<file path="config.mk">
export PLATFORM = sky130hd
export DESIGN_NAME = countdown_monitor
export DESIGN_NICKNAME = d
export VERILOG_FILES = /design/src/rtl/countdown_monitor.sv
export SDC_FILE = /design/constraint.sdc
export NUM_CORES = 1
export LEC_CHECK = 0
export BUFFER_PORTS_ARGS = -buffer_cell sky130_fd_sc_hd__buf_2
export CORE_UTILIZATION = 51
export DETAILED_ROUTE_END_ITERATION = 12
export PLACE_DENSITY = 0.78
export SLEW_MARGIN = 20
export SYNTH_ARGS = -nofsm -noshare
export SYNTH_HDL_FRONTEND = slang
export SYNTH_SLANG_ARGS = --single-unit
</file>
<file path="constraint.sdc">
create_clock -name clk -period 2.57 [get_ports clk]
set_clock_uncertainty 0.05 [all_clocks]
set_input_delay 0.514 -clock clk [delete_from_list [all_inputs] [get_ports clk]]
set_output_delay 0.514 -clock clk [all_outputs]
set_load 0.05 [all_outputs]
</file>
<file path="src/rtl/countdown_monitor.sv">
// countdown_monitor
// Watches a free-running N-bit down counter coming from another block. On every
// rising edge it does four things:
//   - samples the count,
//   - flags a wrap from 0 to all-ones,
//   - checks that the count dropped by exactly one,
//   - counts wraps in an armable FSM that raises a held alarm at a threshold.
// Every output comes straight from a flop. An input change shows up on the
// outputs one cycle later, and no input reaches an output combinationally.

`timescale 1ns/1ps

module countdown_monitor #(
  parameter int N = 5,  // width of count_in, must match the upstream counter
  parameter int P = 8   // width of the period counter and the threshold
) (
  input  logic         clk,
  input  logic         reset,       // asynchronous, active-high
  input  logic [N-1:0] count_in,
  input  logic         arm,
  input  logic [P-1:0] threshold,   // 0 means never alarm; held stable while armed
  input  logic         alarm_ack,
  output logic         wrap_pulse,
  output logic [P-1:0] period_cnt,
  output logic         alarm,
  output logic         seq_err,
  output logic [1:0]   state
);

  typedef enum logic [1:0] {
    ST_IDLE  = 2'b00,
    ST_ARMED = 2'b01,
    ST_ALARM = 2'b10
  } state_e;

  // ---------------------------------------------------------------------------
  // Registers
  // ---------------------------------------------------------------------------
  logic [N-1:0] count_q, count_d;           // previous sample of count_in
  logic         valid_q, valid_d;           // count_q holds a real sample
  logic         wrap_pulse_q, wrap_pulse_d;
  logic [P-1:0] period_cnt_q, period_cnt_d;
  logic         alarm_q, alarm_d;
  logic         seq_err_q, seq_err_d;
  state_e       state_q, state_d;

  // ---------------------------------------------------------------------------
  // Per-edge observations of the upstream counter
  // ---------------------------------------------------------------------------
  logic [N-1:0] count_dec;    // the value count_in must take on this edge
  logic         wrap_det;     // this edge sees 0 -> all-ones
  logic         step_bad;     // this edge sees anything but a single decrement
  logic [P-1:0] period_inc;   // the period count plus this wrap, mod 2^P

  assign count_dec  = count_q - 1'b1;
  // A wrap also passes the step check, because 0 - 1 mod 2^N is all-ones.
  assign wrap_det   = valid_q && (count_q == '0) && (count_in == '1);
  // A stall, where count_in equals count_q, is caught here too.
  assign step_bad   = valid_q && (count_in != count_dec);
  assign period_inc = period_cnt_q + 1'b1;

  // Sample path: capture the count, and turn detections into a one-cycle wrap
  // flag and a sticky sequence-error flag.
  always_comb begin
    // NOTE: every signal written in a combinational block gets a default first,
    // so no path through the block can leave it unassigned and infer a latch.
    count_d      = count_in;
    valid_d      = 1'b1;
    wrap_pulse_d = wrap_det;
    seq_err_d    = seq_err_q | step_bad;
  end

  // Wrap-counting FSM: next state and next period count.
  always_comb begin
    state_d      = state_q;
    period_cnt_d = period_cnt_q;

    case (state_q)
      ST_IDLE: begin
        period_cnt_d = '0;
        if (arm) begin
          state_d = ST_ARMED;
        end
      end

      ST_ARMED: begin
        if (!arm) begin
          // Disarming wins over a wrap on the same edge.
          state_d      = ST_IDLE;
          period_cnt_d = '0;
        end else if (wrap_det) begin
          period_cnt_d = period_inc;
          if ((threshold != '0) && (period_inc == threshold)) begin
            state_d = ST_ALARM;
          end
        end
      end

      ST_ALARM: begin
        // Wraps are ignored here. A wrap that lands on the ack edge is dropped,
        // because the count restarts from zero.
        if (alarm_ack) begin
          period_cnt_d = '0;
          state_d      = arm ? ST_ARMED : ST_IDLE;
        end
      end

      default: begin
        state_d      = ST_IDLE;
        period_cnt_d = '0;
      end
    endcase
  end

  // The alarm flop follows the next state, so alarm and state change together.
  always_comb begin
    alarm_d = (state_d == ST_ALARM);
  end

  // State register with asynchronous active-high clear.
  always_ff @(posedge clk or posedge reset) begin
    if (reset) begin
      count_q      <= '0;
      valid_q      <= 1'b0;
      wrap_pulse_q <= 1'b0;
      period_cnt_q <= '0;
      alarm_q      <= 1'b0;
      seq_err_q    <= 1'b0;
      state_q      <= ST_IDLE;
    end else begin
      // NOTE: flops take non-blocking assignments. Every register then updates
      // from the values it held before the edge, whatever order the lines are in.
      count_q      <= count_d;
      valid_q      <= valid_d;
      wrap_pulse_q <= wrap_pulse_d;
      period_cnt_q <= period_cnt_d;
      alarm_q      <= alarm_d;
      seq_err_q    <= seq_err_d;
      state_q      <= state_d;
    end
  end

  // ---------------------------------------------------------------------------
  // Outputs
  // ---------------------------------------------------------------------------
  assign wrap_pulse = wrap_pulse_q;
  assign period_cnt = period_cnt_q;
  assign alarm      = alarm_q;
  assign seq_err    = seq_err_q;
  assign state      = state_q;

endmodule

</file>
-- After elaboration in Yosys (flattened, before gate mapping)
Cells that the tools add are included.
- bits in registers: 19
- input port bits: 17
- output and inout port bits: 13
- logic and storage cells: 37
- add/sub/neg operators: 2
- equal/unequal tests: 8
- mux-type cells: 11
- bitwise operators: 1
- reduce and logical (&&, ||, !) cells: 8
- operators by type and width (operator ; count):
    8-bit two-way mux ; 3
    8-bit case mux with 2 select lines ; 1
    2-bit two-way mux ; 5
    8-bit by 1-bit adder with 8-bit output (second input constant) ; 1
    8-bit == test ; 1
    8-bit nonzero test ; 1
    2-bit case mux with 3 select lines ; 1
    5-bit == test (second input constant) ; 1
    5-bit zero test ; 1
    5-bit inequality test ; 1
    5-bit by 1-bit subtractor with 5-bit output (second input constant) ; 1
    2-bit == test (second input constant) ; 2
    1-bit logical AND ; 4
    3-bit inequality test (second input constant) ; 1
    2-bit by 1-bit == test with 1-bit output (second input constant) ; 1
    2-bit zero test ; 1
    2-bit inequality test (second input constant) ; 1
    2-bit AND reduction ; 1
    1-bit two-way mux ; 1
    1-bit bitwise OR ; 1

-- Depth between registers and ports, before layout
- depth after elaboration: 8
- depth in mapped cells: 7
- mapped depth without buffers: 7

-- Least setup slack after synthesis
Ideal clock, no wire load.
- path type: flip-flop to flip-flop
- start: register period_cnt_q[0] (netlist: period_cnt[0])
- end: register state_q[0] (netlist: state[0])
- library setup time: 0.122 ns
- arrival: 2.224 ns
- data required time: 2.398 ns
- setup slack: 0.175 ns
- cell stages (with the launch flop): 8
- path buffers: 1
- clock period less this slack: 2.395 ns
- cells stage by stage: dfrtp_1 -> ha_1 -> clkbuf_1 -> xor3_1 -> a2111oi_1 -> and4_1 -> o311ai_2 -> a32o_1
- longest elaborated chain between the ends: 7
- ends and longest elaborated chain (what ; RTL line ; source):
    from (decl) ; 42 ; logic [P-1:0] period_cnt_q, period_cnt_d;
    from (signal assigned) ; 136 ; period_cnt_q <= period_cnt_d;
    8-bit by 1-bit adder with 8-bit output ; 60 ; assign period_inc = period_cnt_q + 1'b1;
    8-bit == test ; 93 ; if ((threshold != '0) && (period_inc == threshold)) begin
    1-bit logical AND ; 93 ;
    2-bit two-way mux ; 93 ;
    2-bit two-way mux ; 91 ; end else if (wrap_det) begin
    2-bit two-way mux ; 87 ; if (!arm) begin
    2-bit case mux with 3 select lines ; 78 ; case (state_q)
    via state_d[0] ; 45 ; state_e state_q, state_d;
    to (signal assigned) ; 139 ; state_q <= state_d;
    to (decl) ; 45 ;
The timed path passes the listed nets, and every way through them passes these cells.
A chain may end at the register's enable or synchronous reset.

-- Worst setup path after layout
- start: register count_q[0]
- end: register period_cnt_q[7] (netlist: period_cnt[7])
- longest elaborated chain between the ends: 5
- ends and longest elaborated chain (what ; RTL line ; source):
    from (decl) ; 39 ; logic [N-1:0] count_q, count_d;
    from (signal assigned) ; 133 ; count_q <= count_d;
    5-bit zero test ; 57 ; assign wrap_det = valid_q && (count_q == '0) && (count_in == '1);
    1-bit logical AND (2 in series) ; 57 ;
    via wrap_det ; 51 ; logic wrap_det;
    3-bit inequality test (no line) ; -- ;
    2-bit AND reduction (no line) ; -- ;
The timed path passes the listed nets, and every way through them passes these cells.

==> impl_metrics.yaml <==
routing:
  drt-initial-drc-count: 40
  vias: 1009
  drcViolationCount: 0
  wl_um: 2500
  route.detailed.vias_per_inst: 5.80
  wire_per_inst_um: 14.4
  drtPass1Iterations: 4
  ant_nets: 0
critical_path:
  rr_worst_depth: 6
  r2r_slack_ns: 0.36
  cpMaxStageDelayCell: "dfrtp_1"
  crit_path_end_kind: "flop"
  path_cells: "inv_1, ha_1, or3b_4, nor3_4, nand3_2, o41ai_1"
  cpPeakStageDelay_ns: 0.43
  worstPathRequired_ns: 2.71
  path_class: "flop to flop"
  setup.worst_path.start_class: "flop"
  rr_startpoint: "count_q[0]"
  cp.arrival_ns: 2.34
  crit_fanout: 7
  reg2reg_to: "period_cnt[7]"
power:
  ir_drop_mv: 0.306
  p_clk_frac: 0.278
  pwr_density_cell_nw_per_um2: 398
  p_seq_frac: 0.581
  p_leak_nw: 0.639
  share_comb_of_total_power: 0.141
  intPower_uw: 396
  p_sw_frac: 0.259
  power_switching_uw: 138
timing:
  max_freq_ghz: 0.453
  setup_viol: 0
  fin_crit_sh: 0.859
  drv_slew: 0
  tightest_slew_ns: 0.675
  rsz0062_at_grt: "false"
  period_minus_slack_ns: 2.21
  slew_headroom: 0.549
  hold_viol_final: 0
  tns_ns: 0
yosys:
  synth.area.top_cells: "dfrtp_1, xnor2_1, o21ai_0, o41ai_1, xor2_1"
  async_flop_share: 1.00
  syn_area_per_cell_um2: 9.90
  ys.flop_type: "dfrtp_1"
  ys_types: 38
  synthesis.area_um2: 1140
  syn_nets: 134
  syn_inst: 115
  synth-warning-count: 0
  yosysTopAreaCell: "dfrtp_1"
  synth-edff-count: 0
  netlist.area_leader.share: 0.418
  ys_ff_latch: 19
  synth-seq-area-share: 0.418
global_route:
  grt_pass1_vias: 919
  overflow: 0
  antenna_found_initial: 0
  grt_pass1_wl_um: 4000
  grt_max_degree: 20
  groute.usage.overall: 0.218
clock_network:
  path_clk_slew_ns: 0.10
  postCtsSetupBuffers: 0
  cts_resized: 0
  cts_buffers: 3
  postCtsHoldBufs: 0
  htreeDepth: 1
  clkSinkCount: 19
  clkLatencyLatePin_ns: 0.30
  clockBufferDepth: 2
  cts_root_buf: "clkbuf_4"
  cts_tree: "built"
run_status:
  status: "completed"
final_layout:
  finalInstanceArea_um2: 1340
  layout_commonest_cell: "buf_2"
  final_util: 0.665
  most-common-layout-cells: "buf_2, dfrtp_1, xnor2_1"
  nFillCells: 176
  antenna_cells: 0
  syn_to_final_growth_pct: 18.0
  drive_above_1_share: 0.265
  layout.nets: 167
placed_design:
  gp_congestion: 0.923
  placed_area_um2: 1320
  detailed_place_hpwl_um: 1890
  numPortBuffers: 29
floorplan:
  rows: 16
  dieWidth_um: 49.3
  floorplan.initialDensity: 0.563
  core-area_um2: 2020
  die_h_um: 49.3
  dieArea_um2: 2430
  boundaryPins: 30
hold_path:
  hp-class: "primary input to async pin"
flow_run:
  maxCapViolCount: 0
cells in the mapped netlist (2+ instances only):
master / instances
nand4_1: 2
inv_1: 6
and3_1: 5
nand3_1: 5
o31ai_1: 2
dfrtp_1: 19
o21ai_1: 3
nand2_1: 7
nor3_1: 4
xor2_1: 4
o41ai_1: 4
xnor2_1: 11
a31oi_1: 2
nand2b_1: 4
ha_1: 2
nor4_1: 2
o21ai_0: 8
a21oi_1: 2
o21a_1: 2
nor2_1: 3
area by class of cell:
class | count | area [um^2] | area share
multi-input cells | 88 | 632 | 0.470
flip-flops and latches | 19 | 475 | 0.354
repair buffers | 30 | 153 | 0.114
well taps | 27 | 33.8 | 0.0251
clock buffers | 3 | 22.5 | 0.0168
inverters | 6 | 22.5 | 0.0168
clock inverters | 1 | 5.00 | 0.00372
through the flow:
stage | setup WS [ns] | instances | power [mW] | hold slack (ns)
after global placement | 0.465 | 170 | 0.390 | 0.397
final | 0.362 | 174 | 0.534 | 0.241
after CTS | 0.365 | 174 | 0.539 | 0.276
after detailed placement | 0.395 | 170 | 0.392 | 0.411
after global routing | 0.248 | 174 | 0.561 | 0.279
after floorplan | 0.175 | 115 | 0.363 | 0.415
how the worst max path moves through the flow:
stage                       start             to  depth (start not counted)
global placement       count_q[0]  period_cnt[7]                          6
detailed placement     count_q[0]  period_cnt[7]                          6
floorplan           period_cnt[0]       state[0]                          7
CTS                    count_q[0]  period_cnt[7]                          6
global route           count_q[0]  period_cnt[7]                          7
finish                 count_q[0]  period_cnt[7]                          6
layer usage:
metal  wire [um]  vias to the layer above  global-route usage
li1            -                      485                   -
met1        1140                      483               0.267
met2        1190                       35               0.377
met3         100                        6              0.0249
met4          64                        0               0.103
met5           0                        -                   0
critical path, delay by kind of cell (launching register included):
kind,cells,cell delay (ns)
buffers and inverters,1,0.07
flip-flops,1,0.43
AO/OA/AOI/OAI,1,0.42
adder cells (fa/ha/maj),1,0.17
AND/OR/NAND/NOR,3,0.95
cell families (layout without fill, tap and decap cells):
| family | after synthesis | in the layout | share of synthesized area |
|---|---|---|---|
| fa+ha+maj | 2 | 2 | 0.0220 |
| xor+xnor | 16 | 16 | 0.136 |
| compound gates | 28 | 28 | 0.170 |
| buf+inv | 8 | 40 | 0.0275 |
| simple gates | 39 | 39 | 0.204 |
| mux | 2 | 2 | 0.0187 |
| flops | 19 | 19 | 0.418 |
| other cells | 1 | 1 | 0.00329 |
power groups by stage:
stage          clock, mW  sequential, mW  combinational [mW]
6_report           0.149           0.310              0.0753
5_1_grt            0.167           0.311              0.0826
4_1_cts            0.152           0.310              0.0760
3_5_place_dp           0           0.316              0.0757
3_3_place_gp           0           0.316              0.0740
2_1_floorplan          0           0.319              0.0446
sequential cells by signal (all words and copies together) (netlist names):
name,count
valid_q,1
count_q,5
wrap_pulse,1
period_cnt,8
alarm,1
seq_err,1
state,2
(Power assumes the default switching activity.)
